`src/rtl/fre_sweep_ctrl_if.sv`:
```
// Control/select and output signals of the DDS frequency controller.
// The master side drives table writes and go requests; the slave side is the controller itself.
interface fre_sweep_ctrl_if #(
  parameter int unsigned INC_W   = 32,
  parameter int unsigned SEL_W   = 3,
  parameter int unsigned DWELL_W = 16
);
  logic               wr_en;
  logic [SEL_W-1:0]   wr_addr;
  logic [INC_W-1:0]   wr_data;
  logic [SEL_W-1:0]   sel;
  logic               go;
  logic               mode;
  logic [INC_W-1:0]   step;
  logic [DWELL_W-1:0] dwell;
  logic [INC_W-1:0]   inc;
  logic               busy;
  logic               done;

  modport master (
    output wr_en, wr_addr, wr_data, sel, go, mode, step, dwell,
    input  inc, busy, done
  );

  modport slave (
    input  wr_en, wr_addr, wr_data, sel, go, mode, step, dwell,
    output inc, busy, done
  );
endinterface

```
`src/rtl/fre_sweep_ctrl.sv`:
```
// DDS tuning-word controller: writable word table, jump or linear sweep toward the selected word,
// one sweep step every dwell+1 cycles.
module fre_sweep_ctrl #(
  parameter int unsigned INC_W   = 32,
  parameter int unsigned SEL_W   = 3,
  parameter int unsigned DWELL_W = 16
) (
  input  logic             clk,
  input  logic             rst,
  fre_sweep_ctrl_if.slave  ctl
);

  localparam int unsigned Depth = 2 ** SEL_W;

  typedef enum logic [0:0] {StIdle, StSweep} state_e;

  state_e             state_q, state_d;
  logic [INC_W-1:0]   tbl_q [Depth];
  logic [INC_W-1:0]   inc_q, inc_d;
  logic [INC_W-1:0]   target_q, target_d;
  logic [INC_W-1:0]   step_q, step_d;
  logic [DWELL_W-1:0] cnt_q, cnt_d;
  logic [DWELL_W-1:0] dwell_q, dwell_d;
  logic               up_q, up_d;
  logic               done_q, done_d;
  logic [INC_W-1:0]   rd_word;
  logic [INC_W-1:0]   diff;

  // Write-first bypass so a go can pick up a word written in the same cycle.
  always_comb begin
    rd_word = tbl_q[ctl.sel];
    if (ctl.wr_en && (ctl.wr_addr == ctl.sel)) begin
      rd_word = ctl.wr_data;
    end
  end

  always_comb begin
    diff = up_q ? (target_q - inc_q) : (inc_q - target_q);
  end

  always_comb begin
    state_d  = state_q;
    inc_d    = inc_q;
    target_d = target_q;
    step_d   = step_q;
    dwell_d  = dwell_q;
    cnt_d    = cnt_q;
    up_d     = up_q;
    done_d   = 1'b0;

    if (ctl.go) begin
      // A go request overrides any pending step, whatever the state.
      if (!ctl.mode || (ctl.step == '0) || (rd_word == inc_q)) begin
        inc_d   = rd_word;
        done_d  = 1'b1;
        state_d = StIdle;
      end else begin
        target_d = rd_word;
        step_d   = ctl.step;
        dwell_d  = ctl.dwell;
        cnt_d    = ctl.dwell;
        up_d     = (rd_word > inc_q);
        state_d  = StSweep;
      end
    end else begin
      unique case (state_q)
        StIdle: ;
        StSweep: begin
          if (cnt_q != '0) begin
            cnt_d = cnt_q - DWELL_W'(1);
          end else if (diff <= step_q) begin
            // Full-width distance check clamps the last step onto the target.
            inc_d   = target_q;
            done_d  = 1'b1;
            state_d = StIdle;
          end else begin
            inc_d = up_q ? (inc_q + step_q) : (inc_q - step_q);
            cnt_d = dwell_q;
          end
        end
        default: state_d = StIdle;
      endcase
    end
  end

  always_ff @(posedge clk) begin
    if (rst) begin
      state_q  <= StIdle;
      inc_q    <= '0;
      target_q <= '0;
      step_q   <= '0;
      dwell_q  <= '0;
      cnt_q    <= '0;
      up_q     <= 1'b0;
      done_q   <= 1'b0;
      for (int i = 0; i < Depth; i++) begin
        tbl_q[i] <= '0;
      end
    end else begin
      state_q  <= state_d;
      inc_q    <= inc_d;
      target_q <= target_d;
      step_q   <= step_d;
      dwell_q  <= dwell_d;
      cnt_q    <= cnt_d;
      up_q     <= up_d;
      done_q   <= done_d;
      if (ctl.wr_en) begin
        tbl_q[ctl.wr_addr] <= ctl.wr_data;
      end
    end
  end

  assign ctl.inc  = inc_q;
  assign ctl.busy = (state_q == StSweep);
  assign ctl.done = done_q;

endmodule

```
`src/flat_wrapper.sv`:
```
// flat-port wrapper written by rule: the top's interface ports become plain ports
module fre_sweep_ctrl_flat 
#(
  parameter int unsigned INC_W   = 32,
  parameter int unsigned SEL_W   = 3,
  parameter int unsigned DWELL_W = 16
)
  (clk, rst, ctl_wr_en, ctl_wr_addr, ctl_wr_data, ctl_sel, ctl_go, ctl_mode, ctl_step, ctl_dwell, ctl_inc, ctl_busy, ctl_done);
  fre_sweep_ctrl_if #(.INC_W(INC_W), .SEL_W(SEL_W), .DWELL_W(DWELL_W)) ctl_i ();
  input  logic clk;
  input  logic rst;
  input wire logic [$bits(ctl_i.wr_en)-1:0] ctl_wr_en;
  input wire logic [$bits(ctl_i.wr_addr)-1:0] ctl_wr_addr;
  input wire logic [$bits(ctl_i.wr_data)-1:0] ctl_wr_data;
  input wire logic [$bits(ctl_i.sel)-1:0] ctl_sel;
  input wire logic [$bits(ctl_i.go)-1:0] ctl_go;
  input wire logic [$bits(ctl_i.mode)-1:0] ctl_mode;
  input wire logic [$bits(ctl_i.step)-1:0] ctl_step;
  input wire logic [$bits(ctl_i.dwell)-1:0] ctl_dwell;
  output wire logic [$bits(ctl_i.inc)-1:0] ctl_inc;
  output wire logic [$bits(ctl_i.busy)-1:0] ctl_busy;
  output wire logic [$bits(ctl_i.done)-1:0] ctl_done;
  assign ctl_i.wr_en = ctl_wr_en;
  assign ctl_i.wr_addr = ctl_wr_addr;
  assign ctl_i.wr_data = ctl_wr_data;
  assign ctl_i.sel = ctl_sel;
  assign ctl_i.go = ctl_go;
  assign ctl_i.mode = ctl_mode;
  assign ctl_i.step = ctl_step;
  assign ctl_i.dwell = ctl_dwell;
  assign ctl_inc = ctl_i.inc;
  assign ctl_busy = ctl_i.busy;
  assign ctl_done = ctl_i.done;
  fre_sweep_ctrl #(.INC_W(INC_W), .SEL_W(SEL_W), .DWELL_W(DWELL_W)) u_core (.clk(clk), .rst(rst), .ctl(ctl_i));
endmodule
```
`config.mk`:
```
export PLATFORM = sky130hd
export DESIGN_NAME = fre_sweep_ctrl_flat
export DESIGN_NICKNAME = d
export VERILOG_FILES = /design/src/rtl/fre_sweep_ctrl_if.sv /design/src/rtl/fre_sweep_ctrl.sv /design/src/flat_wrapper.sv
export SDC_FILE = /design/constraint.sdc
export NUM_CORES = 1
export LEC_CHECK = 0
export CORE_ASPECT_RATIO = 0.75
export CORE_MARGIN = 2
export CORE_UTILIZATION = 56
export CTS_CLUSTER_SIZE = 24
export DETAILED_ROUTE_END_ITERATION = 10
export PLACE_DENSITY = 0.85
export SLEW_MARGIN = 30
export SYNTH_ARGS = -nofsm -noshare
export SYNTH_HDL_FRONTEND = slang
export SYNTH_SLANG_ARGS = --single-unit
```
`constraint.sdc`:
```
create_clock -name clk -period 4.4 [get_ports clk]
set_input_delay 0.88 -clock clk [delete_from_list [all_inputs] [get_ports clk]]
set_output_delay 0.88 -clock clk [all_outputs]
set_load 0.005 [all_outputs]
```
## Yosys cells after proc, flatten, opt, wreduce, memory -nomap -nowiden

Memory sizes are Yosys's and may differ from the RTL's.
Index checks and enable logic that the tools add are counted.

- Output and inout port bits: 34
- Register bits: 131
- Memories: 1
- Bits in writable memories: 256
- Input bits: 91

- Multiplexer cells: 31
- Equality and inequality tests: 6
- $lt $le $gt $ge: 2
- Bitwise gates (word level): 1
- Add/sub/neg operators: 5
- Reduce and logical (&&, ||, !) cells: 11

Memories:

| name | words | width | rd ports | clocked after Yosys merged registers in | write ports | RTL line | text |
|---|---|---|---|---|---|---|---|
| u_core.tbl_q | 8 | 32 | 1 | 0 | 8 | fre_sweep_ctrl.sv:18 | `logic [INC_W-1:0] tbl_q [Depth];` |

Operator list:

| cell | number |
|---|---|
| 2-to-1 mux 32 bit | 9 |
| subtractor 32 bit | 3 |
| 2-to-1 mux 16 bit | 5 |
| adder 32 bit | 1 |
| == test 32 bit | 1 |
| greater-than comparator 32 bit | 1 |
| less-or-equal comparator 32 bit | 1 |
| zero test 32 bit | 1 |
| OR reduction 32 bit | 1 |
| 2-to-1 mux 1 bit | 16 |
| nonzero test 16 bit | 1 |
| subtractor 16 x 1 -> 16 bit (second input constant) | 1 |
| AND reduction 3 bit | 2 |
| != test 2 bit (second input constant) | 2 |
| == test 3 bit | 1 |
| 2-to-1 mux 3 bit | 1 |
| != test 3 x 2 -> 1 bit (second input constant) | 1 |
| logical OR 1 bit | 2 |
| != test 2 x 1 -> 1 bit (second input constant) | 1 |
| AND reduction 2 bit | 1 |
| nonzero test 2 bit | 1 |
| logical AND 1 bit | 1 |
| zero test 1 bit | 1 |
| inverter 1 bit | 1 |

## Logic depth before layout (Yosys ltp)

Gate-level depths: netlist of the first run.

- Depth after elaboration: 7
- Mapped depth: 22
- Mapped depth without buffers: 20

## Worst setup path before layout of the first run

No wires, ideal clock.

- Kind: register to register
- Start: register u_core.inc_q[10] (netlist: u_core.ctl.inc[10])
- End: register u_core.cnt_q[0]
- Data required time: 4.285 ns
- Slack: -0.172 ns
- Library setup time: 0.115 ns
- Clock period less this slack: 4.572 ns
- Stages on the path, launching flop included: 22
- Arrival time: 4.457 ns
- Path through: dfxtp_1 > inv_1 > ha_1 > buf_2 > a21oi_1 > o21bai_1 > a2111oi_0 > o22a_1 > a211oi_1 > a21oi_1 > o41ai_1 > xor2_1 > ha_1 > nand4_1 > or2_0 > a31o_2 > o22ai_2 > nor2_2 > buf_4 > a2111oi_0 > nor4_1 > o21a_1

- Cells in the longest elaborated chain, start to end: 5
- Elaborated cells on any way between the ends: 9
- Classes of those cells: 2 x add/sub; 1 x order compare; 3 x eq/ne; 1 x mux; 2 x reduce/logical

RTL lines:

| element | RTL line | text |
|---|---|---|
| from (decl) | fre_sweep_ctrl.sv:19 | `logic [INC_W-1:0] inc_q, inc_d;` |
| from (signal assigned) | fre_sweep_ctrl.sv:101 | `inc_q <= inc_d;` |
| subtractor 32 bit | fre_sweep_ctrl.sv:38 | `diff = up_q ? (target_q - inc_q) : (inc_q - target_q);` |
| 2-to-1 mux 32 bit | fre_sweep_ctrl.sv:38 |  |
| less-or-equal comparator 32 bit | fre_sweep_ctrl.sv:71 | `end else if (diff <= step_q) begin` |
| != test 3 x 2 -> 1 bit (no source line) | n/a |  |
| AND reduction 3 bit (no source line) * | n/a |  |
| to (signal assigned) | fre_sweep_ctrl.sv:105 | `cnt_q <= cnt_d;` |
| to (decl) | fre_sweep_ctrl.sv:22 | `logic [DWELL_W-1:0] cnt_q, cnt_d;` |

Every way passes the cells marked *; elsewhere a longest branch is shown, timed or not.
A chain may end at the register's enable or synchronous reset.

## Worst setup path in the final report of the first run

- Start: register u_core.target_q[16]
- End: register u_core.inc_q[27] (netlist: u_core.ctl.inc[27])

- Cells in the longest elaborated chain, start to end: 7
- Elaborated cells on any way between the ends: 8
- Classes of those cells: 2 x add/sub; 1 x order compare; 5 x mux

RTL lines:

| element | RTL line | text |
|---|---|---|
| from (decl) | fre_sweep_ctrl.sv:20 | `logic [INC_W-1:0] target_q, target_d;` |
| from (signal assigned) | fre_sweep_ctrl.sv:102 | `target_q <= target_d;` |
| subtractor 32 bit | fre_sweep_ctrl.sv:38 |  |
| 2-to-1 mux 32 bit * | fre_sweep_ctrl.sv:38 |  |
| less-or-equal comparator 32 bit * | fre_sweep_ctrl.sv:71 |  |
| 2-to-1 mux 32 bit * | fre_sweep_ctrl.sv:71 |  |
| 2-to-1 mux 32 bit * | fre_sweep_ctrl.sv:69 | `if (cnt_q != '0) begin` |
| 2-to-1 mux 32 bit * | fre_sweep_ctrl.sv:66 | `unique case (state_q)` |
| 2-to-1 mux 32 bit * | fre_sweep_ctrl.sv:51 | `if (ctl.go) begin` |

Every way passes the cells marked *; elsewhere a longest branch is shown, timed or not. The select of a mux whose other input is x is not followed.

==> results of run 1 <==
[tightest hold or removal path: stages (launching register included)]
cell and delay [ns]:
sky130_fd_sc_hd__dfxtp_1 0.31, sky130_fd_sc_hd__nand2_1 0.05, sky130_fd_sc_hd__a21oi_1 0.05
[synthesized netlist by cell type, types with 4 or more instances]
cell type and n:
sky130_fd_sc_hd__and2_1 264, sky130_fd_sc_hd__a21oi_1 259, sky130_fd_sc_hd__edfxtp_1 256, sky130_fd_sc_hd__nand2_1 244, sky130_fd_sc_hd__nor2_1 181, sky130_fd_sc_hd__ha_1 160
sky130_fd_sc_hd__dfxtp_1 131, sky130_fd_sc_hd__inv_1 126, sky130_fd_sc_hd__clkbuf_1 116, sky130_fd_sc_hd__xnor2_1 76, sky130_fd_sc_hd__mux4_2 64, sky130_fd_sc_hd__o21ai_0 55
sky130_fd_sc_hd__a21o_1 51, sky130_fd_sc_hd__mux2i_1 44, sky130_fd_sc_hd__a211oi_1 41, sky130_fd_sc_hd__nand4_1 36, sky130_fd_sc_hd__nor3_1 36, sky130_fd_sc_hd__xor2_1 27
sky130_fd_sc_hd__o211ai_1 25, sky130_fd_sc_hd__nand3_1 24, sky130_fd_sc_hd__nor4_1 24, sky130_fd_sc_hd__a221oi_1 22, sky130_fd_sc_hd__a31oi_1 22, sky130_fd_sc_hd__o31ai_1 22
sky130_fd_sc_hd__or3_1 20, sky130_fd_sc_hd__buf_2 18, sky130_fd_sc_hd__o21bai_1 16, sky130_fd_sc_hd__nor2b_1 14, sky130_fd_sc_hd__o21a_1 14, sky130_fd_sc_hd__or2_2 12
sky130_fd_sc_hd__buf_1 9, sky130_fd_sc_hd__o21ai_1 9, sky130_fd_sc_hd__a2111oi_0 7, sky130_fd_sc_hd__a211o_1 6, sky130_fd_sc_hd__nand2b_1 6, sky130_fd_sc_hd__a41oi_1 5
sky130_fd_sc_hd__and3_1 5, sky130_fd_sc_hd__o31a_1 5, sky130_fd_sc_hd__nand3b_1 4, sky130_fd_sc_hd__nor4_2 4, sky130_fd_sc_hd__o221ai_1 4
[stage by stage]
stage | worst slack [ns] | instances | utilization | setup TNS, ns | total power [mW]
global route | -0.348 | 3553 | 0.732 | -10.91 | 16.0
finish | -0.166 | 3553 | 0.732 | -2.75 | 15.4
global placement | -0.542 | 3443 | 0.667 | -20.38 | 10.4
CTS | -0.0367 | 3530 | 0.710 | -0.0849 | 14.4
detailed placement | -0.439 | 3443 | 0.667 | -25.20 | 10.6
floorplan | 0.00232 | 2528 | - | 0 | 7.90
[cells in the final DEF, fill, tap and decap left out, types with 50 or more instances in the layout]
master	count
sky130_fd_sc_hd__xnor2_1	75
sky130_fd_sc_hd__edfxtp_1	256
sky130_fd_sc_hd__a21oi_1	228
sky130_fd_sc_hd__nor2_1	159
sky130_fd_sc_hd__and2_1	264
sky130_fd_sc_hd__a21o_1	50
sky130_fd_sc_hd__clkdlybuf4s50_1	119
sky130_fd_sc_hd__inv_1	118
sky130_fd_sc_hd__ha_1	136
sky130_fd_sc_hd__buf_4	359
sky130_fd_sc_hd__dfxtp_1	105
sky130_fd_sc_hd__nand2_1	239
sky130_fd_sc_hd__mux4_2	64
[cell families after synthesis]
family | after synthesis | share of synthesized area
adders and majority gates | 163 | 0.0839
muxes | 111 | 0.0780
AOI/OAI and AO/OA | 604 | 0.157
and+or+nand+nor | 888 | 0.182
buffers and inverters | 272 | 0.0428
DFF | 387 | 0.420
xor gates and xnor gates | 103 | 0.0367
[how the worst max path moves through the flow]
stage / depth (start not counted) / slack [ns] / to
floorplan: 21 / 0.002 / u_core.cnt_q[0]$_SDFFE_PP0P_
global placement: 22 / -0.54 / u_core.cnt_q[5]$_SDFFE_PP0P_
detailed placement: 22 / -0.44 / u_core.cnt_q[1]$_SDFFE_PP0P_
CTS: 21 / -0.04 / u_core.ctl.inc[11]$_SDFFE_PP0P_
global route: 22 / -0.35 / u_core.ctl.inc[11]$_SDFFE_PP0P_
finish: 23 / -0.17 / u_core.ctl.inc[27]$_SDFFE_PP0P_
[registers in the layout, indices dropped and copies added, names as in the netlist]
signal and flops:
u_core.dwell_q 16, u_core.cnt_q 16, u_core.ctl.inc 32, u_core.tbl_q 256, u_core.ctl.done 1, u_core.up_q 1
u_core.target_q 32, u_core.ctl.busy 1, u_core.step_q 32
[layout make-up]
cell class / count / area, um^2
flip-flops and latches: 387 / 10300
repair buffers: 519 / 4540
inverters: 127 / 479
clock inverters: 13 / 129
multi-input cells: 1869 / 14400
well taps: 578 / 723
clock buffers: 60 / 1160
fillers: 2877 / 11600
[power groups by stage]
| stage | Sequential [mW] | Combinational (mW) | Clock (mW) |
|---|---|---|---|
| 6_report | 4.28 | 7.72 | 3.37 |
| 5_1_grt | 4.30 | 8.18 | 3.53 |
| 4_1_cts | 4.27 | 6.72 | 3.39 |
| 3_5_place_dp | 4.34 | 6.25 | 0 |
| 3_3_place_gp | 4.31 | 6.11 | 0 |
| 2_1_floorplan | 4.32 | 3.59 | 0 |
[routing by layer]
| metal | wire, um | global-route usage | share of wire | vias to the layer above |
|---|---|---|---|---|
| met5 | 0 | 0.00109 | 0 | - |
| met4 | 3580 | 0.148 | 0.044 | 0 |
| met3 | 7110 | 0.0464 | 0.087 | 224 |
| met2 | 38600 | 0.568 | 0.47 | 1320 |
| met1 | 32200 | 0.461 | 0.39 | 10800 |
| li1 | - | - | - | 9979 |
[timing repair]
action / CTS / global route
setup endpoints to repair: 50 / 50
pin swaps: 25 / 89
setup buffers: 14 / 19
gates resized for setup: 96 / 185
gates cloned: 0 / 4
==> PnR_summary.wiki, run 1 <==
{| class="wikitable"
! Metric !! Value
|-
| Critical path's slowest cell || sky130_fd_sc_hd__dfxtp_2
|-
| Share of power burned in registers || 0.279
|-
| Number of sinks handled by clock tree synthesis || 387
|-
| CTS HTree Levels || 2
|-
| Global-route wire length before repair || 121 mm
|-
| Run status || finished, violations left
|-
| Worst ir drop on vdd || 0.324 mV
|-
| Clock Tree Root || sky130_fd_sc_hd__clkbuf_16
|-
| Port Buf Inserts || 124
|-
| Power density cells || 484 mW/mm^2
|-
| Core area || roughly 0.043 mm^2
|-
| Class of the tightest hold or removal check || reg2reg
|-
| Total leakage power || about 12 nW
|-
| Number of buffers inserted for hold repair after clock tree synthesis || 0
|-
| Crit path cell chain || buf_4, inv_1, ha_1, a21o_1, a21oi_2, o21bai_1, buf_4, a21oi_4, nor2_1, o21bai_1, a41oi_2, xor2_1, ha_1, a21oi_2, o21ai_2, a221oi_4, o22ai_4, nor2_4, buf_4, nor2_4, buf_6, a221oi_1, o21ai_1
|-
| Antenna viol nets, final || 0
|-
| Final hold violation count || 0
|-
| Avg Vias per Cell || 6.27
|-
| Post-synth top flop || sky130_fd_sc_hd__edfxtp_1
|-
| Finished Cell Area || 0.0318 mm^2
|-
| DRC violation total after the first TritonRoute iteration || 2,556
|-
| Final critical-path required period || ~4.6 ns
|-
| Cell family contributing the most delay on the critical path || compound AO/OA/AOI/OAI gates
|-
| Synth area leaders || sky130_fd_sc_hd__edfxtp_1, sky130_fd_sc_hd__dfxtp_1, sky130_fd_sc_hd__ha_1
|-
| Share of post-route cells with drive strength above 1 || 0.257
|-
| Die Ht || between 150 and 200 um
|-
| GPL Wtd Cong || just under 1
|-
| Setup WS post-layout || -0.166 ns
|-
| Crit start category || flip-flop
|-
| End point of the most critical hold path || u_core.dwell_q[7]$_SDFFE_PP0P_
|-
| Bufs and invs on worst path || 5
|-
| Data arrival, critical path || between 5 and 6 ns
|-
| Cell variety after synth || 80
|-
| Worst Setup Path Type || reg2reg
|-
| Area fraction of the dominant cell type after synthesis || 0.313
|-
| Rel. slew slack || 0.353
|-
| Async set or reset register ratio after synthesis || 0
|-
| Clock power frac || 0.219
|-
| DRC Markers || 0
|-
| Maximum fanout along the worst path || 8
|-
| Clock tree from TritonCTS || done
|-
| Wire length per cell || 22.9 um
|-
| Transition time at the pin with the least slew margin || 0.970 ns
|-
| Max cap viols || 0
|-
| Die boundary width || 246 um
|-
| Worst-Skew Late Latency || approximately 0.57 ns
|-
| Kind of end point of the critical path || flip-flop
|-
| Area added between synthesis and finish || 29.2%
|-
| Failing checks || setup timing
|-
| Final cycle utilization of the critical path || 1.04
|-
| Reg-to-reg critical path startpoint || u_core.target_q[16]$_SDFFE_PP0P_
|-
| Total Die Area || ~0.046 mm^2
|-
| Largest stage delay, worst path || 0.36 ns
|-
| Cell mode on critical path || sky130_fd_sc_hd__buf_4
|-
| Starting Density || 0.567
|-
| Number of antenna violations at the first check in global routing || 0
|-
| Final setup violation count || 37
|-
| Unrepaired setup endpoints after global routing || true
|-
| Mapped Area || 0.0246 mm^2
|-
| Number of global-route vias before repair || about 22,000
|-
| Instance count along the most critical hold path || 2
|-
| Fraction of power spent switching nets || 0.377
|-
| Timing startpoint of the critical path || u_core.target_q[16]$_SDFFE_PP0P_
|-
| Final HPWL from detailed placement || 56.7 mm
|-
| Worst Reg-to-Reg Cells || 23
|-
| Maximum achievable frequency || 0.219 GHz
|-
| Total of flip-flops plus latches after synthesis || ~390
|-
| Pin count of the biggest net entering global routing || 78
|-
| Clk slew on worst S/H paths || 0.06 ns
|-
| Syn. warnings || 0
|-
| CTS Buf Count || 40
|-
| Fraction of power consumed by combinational cells || 0.502
|-
| Max Slew Vio Count || 0
|-
| Clock skew || 0.0222 ns
|-
| Mean Syn Cell Area || 9.72 um^2
|-
| Library cell occupying the most area in the post-synthesis netlist || sky130_fd_sc_hd__edfxtp_1
|-
| Number of vias in the routed layout || 22,300
|-
| Deepest clock path buffer count || 3
|-
| Number of nets at the end of the flow || about 3,200
|-
| Placed Area || 0.0289 mm^2
|-
| Top-Level Pins || 125
|-
| Worst hold path startpoint || u_core.dwell_q[7]$_SDFFE_PP0P_
|-
| Synthesized Nets || 2,782
|-
| Post-synth EDFFs || 256
|-
| Sequential area share after synthesis || 0.420
|-
| Sum of overflow across all layers after global routing || 0
|-
| Total number of placement rows || 66
|-
| Crit path required time || 4.84 ns
|-
| Power spent charging and discharging nets || 5.80 mW
|-
| Cell count after synthesis || roughly 2,500
|-
| Smallest hold slack || 0.460 ns
|-
| Register-to-Register Setup Slack || -0.17 ns
|-
| Total internal power || 9.57 mW
|-
| Worst r2r dst || u_core.ctl.inc[27]$_SDFFE_PP0P_
|-
| Antenna fix cells || 0
|-
| Pre-antenna DRT Iters || 8
|-
| Total global-route track usage || 0.345
|-
| Total Wirelength || 81.5 mm
|}
Note: power is estimated with default switching activity, not from simulation.
==> run 2: changes to the inputs <==
- PLACE_DENSITY: 0.85 -> not set
- PLACE_DENSITY_LB_ADDON: not set -> 0.2
==> PnR_summary.wiki, run 2 (synthesis results as in run 1) <==
{| class="wikitable"
! Metric !! Value
|-
| Run status || finished, violations left
|-
| Failing checks || setup timing
|-
| Worst ir drop on vdd || 0.370 mV (+14%)
|-
| Clk slew on worst S/H paths || 0.07 ns (about the same)
|-
| Number of flip-flops in the largest register || 256 (unchanged)
|-
| Worst-Skew Late Latency || 0.58 ns (about the same)
|-
| Deepest clock path buffer count || 3 (unchanged)
|-
| Sum of overflow across all layers after global routing || 0 (unchanged)
|-
| Worst Setup Path Type || reg2reg
|-
| Die Ht || 185 um (unchanged)
|-
| Core area || 0.0434 mm^2 (unchanged)
|-
| Number of global-route vias before repair || 21,100 (-3.5%)
|-
| Crit path cell chain || buf_4, ha_1, a21o_1, nand2_1, o211ai_1, buf_4, a31o_2, a21oi_4, o21ai_0, mux2i_1, xnor2_1, ha_1, nand4_1, buf_4, nor2_2, and4_4, o22ai_4, nor2_4, buf_12, buf_6, mux2i_1, a21oi_1, a211oi_1
|-
| Maximum fanout along the worst path || 7 (-1)
|-
| Share of post-route cells with drive strength above 1 || 0.246 (-0.0119)
|-
| Max cap viols || 0 (unchanged)
|-
| Final hold violation count || 0 (unchanged)
|-
| Register-to-Register Setup Slack || -0.08 ns (+0.09 ns)
|-
| Total Wirelength || 79.5 mm (-2.4%)
|-
| Clock tree from TritonCTS || done
|-
| Critical path depth in cells || 23 (unchanged)
|-
| Kind of end point of the critical path || flip-flop
|-
| Max Slew Vio Count || 0 (unchanged)
|-
| Fraction of the core area covered by cells at the end of the flow || 0.729 (-0.00320)
|-
| Number of nets at the end of the flow || 3,189 (-0.28%)
|-
| Pre-antenna DRT Iters || 5 (-3)
|-
| Final setup violation count || 21 (-43%)
|-
| Rel. slew slack || 0.315 (-0.0382)
|-
| Data arrival, critical path || 4.95 ns (-0.06 ns)
|-
| Starting Density || 0.567 (unchanged)
|-
| GPL Wtd Cong || 0.958 (-2.7%)
|-
| Final setup TNS || -0.584 ns (+2.16 ns)
|-
| DRC Markers || 0 (unchanged)
|-
| Total Die Area || 0.0456 mm^2 (unchanged)
|-
| CTS Buf Count || 41 (+2.5%)
|-
| Number of antenna violations at the first check in global routing || 1 (+1)
|-
| Transition time at the pin with the least slew margin || 1.02 ns (+0.0479 ns)
|-
| Final cycle utilization of the critical path || 1.02 (-0.0204)
|-
| Bufs and invs on worst path || 5 (unchanged)
|-
| Total global-route track usage || 0.345 (-0.000700)
|-
| Power density cells || 489 mW/mm^2 (+1.0%)
|-
| Avg Vias per Cell || 6.11 (-2.6%)
|-
| Global-route wire length before repair || 120 mm (-0.74%)
|-
| Finished Cell Area || 0.0316 mm^2 (-0.44%)
|-
| Register containing the most flip-flops in the final layout || u_core.tbl_q
|-
| Number of buffers inserted for hold repair after clock tree synthesis || 0 (unchanged)
|-
| Setup WS post-layout || -0.0759 ns (+0.0898 ns)
|-
| Class of the tightest hold or removal check || reg2reg
|-
| Cell family contributing the most delay on the critical path || compound AO/OA/AOI/OAI gates
|-
| Worst Reg-to-Reg Cells || 23 (unchanged)
|-
| Maximum achievable frequency || 0.223 GHz (+2.0%)
|-
| Wire length per cell || 22.4 um (-2.2%)
|-
| Total leakage power || 12.4 nW (about the same)
|-
| Most used cells in the layout excluding fill and tap cells || sky130_fd_sc_hd__buf_4, sky130_fd_sc_hd__and2_1, sky130_fd_sc_hd__edfxtp_1, sky130_fd_sc_hd__nand2_1, sky130_fd_sc_hd__a21oi_1
|-
| Cell mode on critical path || sky130_fd_sc_hd__buf_4
|-
| Final critical-path required period || 4.48 ns (-0.0898 ns)
|-
| Crit path required time || 4.87 ns (+0.03 ns)
|-
| Placed Area || 0.0289 mm^2 (-0.13%)
|-
| Instance count along the most critical hold path || 2 (unchanged)
|-
| Total number of placement rows || 66 (unchanged)
|-
| Pin count of the biggest net entering global routing || 96 (+23%)
|-
| CTS HTree Levels || 2 (unchanged)
|-
| Die boundary width || 246 um (unchanged)
|-
| Clock skew || 0.0356 ns (+0.0134 ns)
|-
| Crit start category || flip-flop
|-
| Area added between synthesis and finish || 28.7%
|-
| Antenna viol nets, final || 0 (unchanged)
|-
| Top-Level Pins || 125 (unchanged)
|-
| DRC violation total after the first TritonRoute iteration || 2,239 (-12%)
|-
| Unrepaired setup endpoints after global routing || true
|-
| Number of sinks handled by clock tree synthesis || 387 (unchanged)
|-
| Number of vias in the routed layout || 21,700 (-2.8%)
|-
| Critical path's slowest cell || sky130_fd_sc_hd__dfxtp_2
|-
| Largest stage delay, worst path || 0.32 ns (-0.04 ns)
|-
| Final HPWL from detailed placement || 55.4 mm (-2.3%)
|-
| Clock Tree Root || sky130_fd_sc_hd__clkbuf_16
|-
| Most frequent standard cell in the layout excluding fill and tap cells || sky130_fd_sc_hd__buf_4
|-
| Port Buf Inserts || 124 (unchanged)
|-
| Smallest hold slack || 0.458 ns (-0.00258 ns)
|}
## run 2: cell types whose count changed in the layout (fill, tap and decap cells not counted), sizes merged, moves of 2 or more
cell / change
diode: +2
bufinv: +5
buf: -11
clkbuf: -2
## run 2: final timing paths
| kind | end | startpoint |
|---|---|---|
| max | u_core.ctl.inc[15]$_SDFFE_PP0P_ | u_core.ctl.inc[2]$_SDFFE_PP0P_ |
| min | u_core.dwell_q[9]$_SDFFE_PP0P_ | u_core.dwell_q[9]$_SDFFE_PP0P_ |
| max reg2reg | u_core.ctl.inc[15]$_SDFFE_PP0P_ | u_core.ctl.inc[2]$_SDFFE_PP0P_ |
| min reg2reg | u_core.dwell_q[9]$_SDFFE_PP0P_ | u_core.dwell_q[9]$_SDFFE_PP0P_ |
## run 2: layout make-up
type,count,area (um^2)
diodes,2,5.00
clock buffers,58,1160
clock inverters,18,292
fillers,3132,11700
inverters,127,482
multi-input cells,1870,14200
flip-flops and latches,387,10400
well taps,578,723
repair buffers,508,4380
## run 2: through the flow
stage / total power, mW / cells / worst slack [ns]
final: 15.5 / 3548 / -0.0759
after global routing: 16.2 / 3547 / -0.301
after global placement: 10.5 / 3445 / -0.475
after detailed placement: 10.6 / 3445 / -0.504
after floorplan: 7.90 / 2528 / 0.00232
after CTS: 14.8 / 3533 / -0.0189
## run 2: timing repair
| item | 4_1_cts | 5_1_grt |
|---|---|---|
| setup buffers | 12 | 12 |
| gates cloned | 1 | 3 |
| gates resized for setup | 104 | 134 |
| pin swaps | 40 | 73 |
| endpoints found under the setup margin | 50 | 51 |
## run 2: report_power, final
| part | total, mW | internal, mW | switching [mW] |
|---|---|---|---|
| Clock | 3.75 | 2.21 | 1.53 |
| Combinational | 7.44 | 3.43 | 4.01 |
| Sequential | 4.27 | 4.13 | 0.142 |
## run 2: per-layer routing
metal | vias up | global-route usage | part of all wire
met2 | 1042 | 0.553 | 0.46
met4 | 0 | 0.103 | 0.029
met5 | - | 0 | 0
met1 | 10500 | 0.483 | 0.43
met3 | 156 | 0.0551 | 0.084
li1 | 9974 | - | -
## run 2: worst reg2reg max path, delay by kind of cell (launching register included)
family,cells,cell delay [ns]
and+or+nand+nor,5,0.99
muxes,2,0.37
adders and majority gates,2,0.56
xor gates and xnor gates,1,0.11
AOI/OAI and AO/OA,8,1.23
buffers and inverters,5,0.83
DFF,1,0.32
